$ cat src/rtl/seg7_scan.sv
// Eight-digit multiplexed seven-segment scanner for a common-anode, active-low display.
// Optional blinking of selected digits is enabled by defining SEG7_BLINK_EN.
module seg7_scan #(
  parameter int SCAN_DIV  = 17,
  parameter int BLINK_DIV = 24
) (
  input  logic        clk,
  input  logic        rst,
  input  logic [31:0] disp_data,
  input  logic [7:0]  point,
  input  logic [7:0]  les,
  output logic [7:0]  an,
  output logic [7:0]  seg
);

  localparam logic [SCAN_DIV-1:0] PRESC_ONE = SCAN_DIV'(1);

  logic [SCAN_DIV-1:0] presc_q, presc_d;
  logic [2:0]          idx_q, idx_d;
  logic [31:0]         data_q, data_d;
  logic [7:0]          pt_q, pt_d;
  logic [7:0]          le_q, le_d;
  logic                load_pending_q, load_pending_d;
  logic [7:0]          an_q, an_d;
  logic [7:0]          seg_q, seg_d;
  logic                tick;
  logic                load;
  logic                blank;
  logic [3:0]          nib;

  // Segment pattern g..a, active-high.
  function automatic logic [6:0] hex7(input logic [3:0] v);
    case (v)
      4'h0: hex7 = 7'h3F;
      4'h1: hex7 = 7'h06;
      4'h2: hex7 = 7'h5B;
      4'h3: hex7 = 7'h4F;
      4'h4: hex7 = 7'h66;
      4'h5: hex7 = 7'h6D;
      4'h6: hex7 = 7'h7D;
      4'h7: hex7 = 7'h07;
      4'h8: hex7 = 7'h7F;
      4'h9: hex7 = 7'h6F;
      4'hA: hex7 = 7'h77;
      4'hB: hex7 = 7'h7C;
      4'hC: hex7 = 7'h39;
      4'hD: hex7 = 7'h5E;
      4'hE: hex7 = 7'h79;
      default: hex7 = 7'h71;
    endcase
  endfunction

`ifdef SEG7_BLINK_EN
  logic [BLINK_DIV-1:0] blink_q, blink_d;

  always_comb blink_d = blink_q + BLINK_DIV'(1);

  always_ff @(posedge clk) begin
    if (rst) blink_q <= '0;
    else     blink_q <= blink_d;
  end

  assign blank = le_q[idx_q] & blink_q[BLINK_DIV-1];
`else
  // Without the blink option the shadowed les bits are inert.
  assign blank = le_q[idx_q] & (BLINK_DIV < 0);
`endif

  always_comb begin
    // The scan is held at digit 0 until the first shadow load has happened.
    tick           = !load_pending_q && (presc_q == '1);
    presc_d        = load_pending_q ? '0 : presc_q + PRESC_ONE;
    idx_d          = tick ? idx_q + 3'd1 : idx_q;
    load           = load_pending_q || (tick && (idx_q == 3'd7));
    load_pending_d = 1'b0;
    data_d         = load ? disp_data : data_q;
    pt_d           = load ? point     : pt_q;
    le_d           = load ? les       : le_q;
    nib            = data_q[{idx_q, 2'b00} +: 4];
    an_d           = load_pending_q ? 8'hFF : ~(8'b1 << idx_q);
    seg_d          = (load_pending_q || blank) ? 8'hFF : {~pt_q[idx_q], ~hex7(nib)};
  end

  always_ff @(posedge clk) begin
    if (rst) begin
      presc_q        <= '0;
      idx_q          <= 3'd0;
      data_q         <= 32'h0;
      pt_q           <= 8'h0;
      le_q           <= 8'h0;
      load_pending_q <= 1'b1;
      an_q           <= 8'hFF;
      seg_q          <= 8'hFF;
    end else begin
      presc_q        <= presc_d;
      idx_q          <= idx_d;
      data_q         <= data_d;
      pt_q           <= pt_d;
      le_q           <= le_d;
      load_pending_q <= load_pending_d;
      an_q           <= an_d;
      seg_q          <= seg_d;
    end
  end

  assign an  = an_q;
  assign seg = seg_q;

endmodule

$ cat config.mk
export PLATFORM = sky130hd
export DESIGN_NAME = seg7_scan
export DESIGN_NICKNAME = d
export VERILOG_FILES = /design/src/rtl/seg7_scan.sv
export SDC_FILE = /design/constraint.sdc
export NUM_CORES = 1
export LEC_CHECK = 0
export BUFFER_PORTS_ARGS = -buffer_cell sky130_fd_sc_hd__buf_2
export CAP_MARGIN = 20
export CORE_MARGIN = 2
export CORE_UTILIZATION = 50
export CTS_BUF_LIST = sky130_fd_sc_hd__clkbuf_4 sky130_fd_sc_hd__clkbuf_8
export CTS_CLUSTER_DIAMETER = 200
export DETAILED_ROUTE_END_ITERATION = 10
export PLACE_DENSITY = 0.77
export SLEW_MARGIN = 20
export SYNTH_ARGS = -nofsm -noshare
export SYNTH_HDL_FRONTEND = slang
export SYNTH_SLANG_ARGS = --single-unit
$ cat constraint.sdc
create_clock -name clk -period 2.38 [get_ports clk]
set_input_delay 0.476 -clock clk [delete_from_list [all_inputs] [get_ports clk]]
set_output_delay 0.476 -clock clk [all_outputs]
set_load 0.02 [all_outputs]
# Word-level counts from Yosys, hierarchy flattened
# Memories as Yosys holds them, arrays and structs flattened.
# Index checks and enable logic that the tools add are counted.
# Widths: inputs -> output; s select.
# classes
n_addsub,2
n_shift,2
n_lt_le_gt_ge,1
muxes,3
eq_ne,2
bitwise_logic,3
n_reduce_logical,5
# op_table
cell,n
$shiftx 32x6->4,1
$add 17x1->17 const B,1
$eq 17x17->1 const B,1
$not 8->8,1
$shl 1x3->8 const A,1
$not 7->7,1
$lt 3x4->1 const B,1
$add 3x1->3 const B,1
$bmux 1 s3,1
$eq 3x3->1 const B,1
$logic_and 1x1->1,2
$mux 1,2
$reduce_or 2->1,1
$logic_not 1->1,1
$logic_or 1x1->1,1
$not 1->1,1
# totals
n_memories,1
in_bits,50
mem_bits_ro,112
register_bits,77
word_cells,26
out_inout_bits,16
# mem_list
name,depth,word_bits,read_ports,rd_clocked_by_memory_dff,write_ports,line,rtl
(name not given),16,7,1,0,0,33,case (v)

# Longest topological paths before layout
# logic_depth
word_depth,4
ltp_mapped,9
depth_no_buf,8

# Worst setup path after synthesis
# No wires, ideal clock.
# synth_timing
kind,reg2reg
from,reg idx_q[0]
to,reg seg_q[3] (netlist: seg[3])
n_path_buf,2
stages_incl_launch_ff,10
period_less_slack_ps,2417
setup_ps,114
slack_ps,-37
arrival_time_ps,2303
required_time_ps,2266
cell_sequence,dfxtp_1 buf_6 buf_6 mux4_2 mux2i_1 inv_1 ha_1 a21boi_0 a211o_1 a21o_1
# synth_via
elab_chain_cells,3
# synth_lines
element,line,rtl
"start, declared",19,"logic [2:0] idx_q, idx_d;"
"start signal, assigned",96,idx_q <= idx_d;
$shiftx 32x6->4,79,"nib = data_q[{idx_q, 2'b00} +: 4];"
$mem_v2 16x7,-,
$not 7->7,81,"seg_d = (load_pending_q || blank) ? 8'hFF : {~pt_q[idx_q], ~hex7(nib)};"
"end signal, assigned",102,seg_q <= seg_d;
"end, declared",25,"logic [7:0] seg_q, seg_d;"
# Every way passes these cells.
# A chain may end at the register's enable or synchronous reset.

# Final worst setup path
# Ends and elaborated chain as after synthesis.

==> impl_metrics.ini <==
[drt]
drcViolationCount = 0
first_iter_violations = 127
ant_nets = 0
wire_per_inst_um = 13.0
wirelength_mm = 6.59
via_per_inst = 5.17
vias = 2617
drt_first_pass_iters = 4

[timing]
setup_viol = 0
tightest_slew_ns = 0.448
max_freq_ghz = 0.444
finalCriticalPeriod_ns = 2.25
rsz0062_at_grt = no
skew_ns = 0.00918
hold_viol = 0
fin_setup_tns_ns = 0
report.final.slew_viol_count = 0
slew_headroom = 0.701
period_share = 0.946

[setup_path]
cp_slowest_cell = mux4_2
worstPathArrival_ns = 2.49
cpPeakStageDelay_ns = 0.52
path_cells = buf_12 -> mux4_2 -> mux2i_2 -> inv_1 -> ha_1 -> a21boi_1 -> a211o_1 -> a21o_1
cp.required_ns = 2.62
critPathKind = reg2reg
cp_max_fo = 14
endpoint_kind = register
worstSetupStartpointType = register

[floorplanning]
core_mm2 = 0.00635
initial_core_util = 0.516
num_rows = 29
die-height_um = 85.0
io_pins = 66
die_x_um = 85.0
die_area_mm2 = 0.00722

[hold_path]
hp-class = in2reg

[logic_synthesis]
async_reset_ff_frac = 0
ys.warnings.count = 0
yosysMostFrequentCell = nand2_1
syn_area_mm2 = 0.00328
synthFlopType = dfxtp_1
syn_inst = 367
synth_area_per_cell_um2 = 8.94
yosysTopAreaCellShare = 0.470
synth_seq_cells = 77
netlist_top_cells_count = 99 x nand2_1, 77 x dfxtp_1, 47 x a21oi_1
netlist_top_cells_area = dfxtp_1 47%, nand2_1 11%, a21oi_1 7.2%, ha_1 5.3%, mux4_2 4.1%
mappedNetlistNets = 431
ys_types = 43
synth_top_area_cell = dfxtp_1
synth-edff-count = 0
seq_area_frac_synth = 0.470

[cts]
clk_latency_ns = 0.35
cts_made_buffers = 9
clockRootBuffer = clkbuf_8
hold_buffers = 0
cts_max_path_buffers = 2
cts_tree = built
cts_sinks = 77
cts.clk_slew.worst_paths_ns = 0.08
htreeDepth = 3

[placement]
place_hpwl_mm = 4.63
io_buffer_count = 57
place_area_mm2 = 0.00369
place_congestion = 0.743

[power]
switching_share = 0.219
seq_power_share = 0.494
powerDensity_mw_per_mm2 = 701
comb_power_share = 0.080
p_sw_mw = 0.602
ir_worst_vdd_mv = 0.688
p_leak_nw = 1.62
p_int_mw = 2.15
clkPwrFrac = 0.426

[job]
cap_violations = 0

[grt]
antenna_found_initial = 0
first_global_vias = 2498
grt_usage = 0.192
grt.overflow.total = 0
grt_max_degree = 45
grt_pass1_wl_mm = 11.0

[cells_and_area]
design_area_mm2 = 0.00392
fin_nets = 489
n_fill_cell = 551
syn_to_final_growth_pct = 19.6
drive_gt1_frac = 0.231
n_antenna_cell = 0

[status]
outcome = finished, final reports clean
==> final timing paths <==
kind | from | endpoint | slack [ns] | cells after the start
setup / recovery | idx_q[0]$_SDFFE_PP0P_ | seg[3]$_SDFF_PP1_ | 0.13 | 8
hold / removal | disp_data[24] | data_q[24]$_SDFFE_PP0P_ | 0.36 | 3
setup reg to reg | idx_q[0]$_SDFFE_PP0P_ | seg[3]$_SDFF_PP1_ | 0.13 | 8
hold reg to reg | presc_q[0]$_SDFF_PP0_ | presc_q[0]$_SDFF_PP0_ | 0.44 | 1
==> metrics by stage <==
stage                util  cells  power (mW)  hold slack, ns  setup slack [ns]
floorplan               -    367        1.52           0.413            0.0282
global placement    0.580    491        1.60           0.423             0.135
detailed placement  0.580    491        1.61           0.432            0.0781
CTS                 0.618    506        2.77           0.349            0.0315
global route        0.618    506        2.85           0.350            0.0515
finish              0.618    506        2.75           0.359             0.128
==> area by class of cell <==
cell class	count	area [um^2]	share of cell area
multi-input cells	264	1620	0.414
clock inverters	4	97.6	0.0249
repair buffers	68	405	0.103
clock buffers	11	139	0.0354
flip-flops and latches	77	1540	0.393
inverters	5	18.8	0.00478
well taps	77	96.3	0.0246
==> power by group through the flow <==
stage	Combinational, mW	Clock (mW)	Sequential [mW]
global placement	0.215	0	1.39
detailed placement	0.220	0	1.39
finish	0.221	1.17	1.36
global route	0.247	1.24	1.36
floorplan	0.130	0	1.39
CTS	0.222	1.19	1.36
==> cells in the final DEF, fill, tap and decap left out, drive strengths merged, types with 2 or more instances in the layout <==
cell	synthesis	routed
nand2	99	99
dfxtp	77	77
buf	4	68
a21oi	47	47
nor2	23	23
ha	14	14
clkbuf	17	11
xor2	9	9
mux4	8	8
nand3	7	7
o21ai	7	7
mux2i	7	7
inv	4	4
xnor2	4	4
nand4	3	3
and3	3	3
nor2b	3	3
o211ai	3	3
or3	3	3
and2	3	3
bufinv	0	3
and4	2	2
a21o	2	2
mux2	2	2
a31oi	2	2
==> cells by family after synthesis <==
family,count (synthesis),share of synthesized area
compound gates,70,0.121
xor+xnor,13,0.0347
fa+ha+maj,14,0.0534
buf+inv,26,0.0370
flops,77,0.470
mux,17,0.0904
simple gates,150,0.193
==> worst max-delay path, delay by kind of cell (launching register included) <==
family / cells / cell delay, ns
adder cells (fa/ha/maj): 1 / 0.18
AO/OA/AOI/OAI: 3 / 0.61
multiplexers: 2 / 0.70
flip-flops: 1 / 0.37
buffers and inverters: 2 / 0.28
==> metal layers <==
metal	global-route usage	vias up	share of wire
met2	0.320	59	0.49
li1	-	1353	-
met4	0.0707	0	0.013
met1	0.233	1195	0.46
met3	0.0584	10	0.043
met5	0	-	0
==> what timing repair did <==
item / in CTS / in global routing
setup endpoints to repair: 0 / 2
gates resized for setup: 0 / 2
buffers inserted: 0 / 0
endpoints found under the hold margin: 0 / 0
==> flip-flops by register name (all words and copies together), names as in the netlist <==
signal,cells
an,8
presc_q,17
data_q,32
load_pending_q,1
pt_q,8
seg,8
idx_q,3
Note: power is estimated with default switching activity, not from simulation.
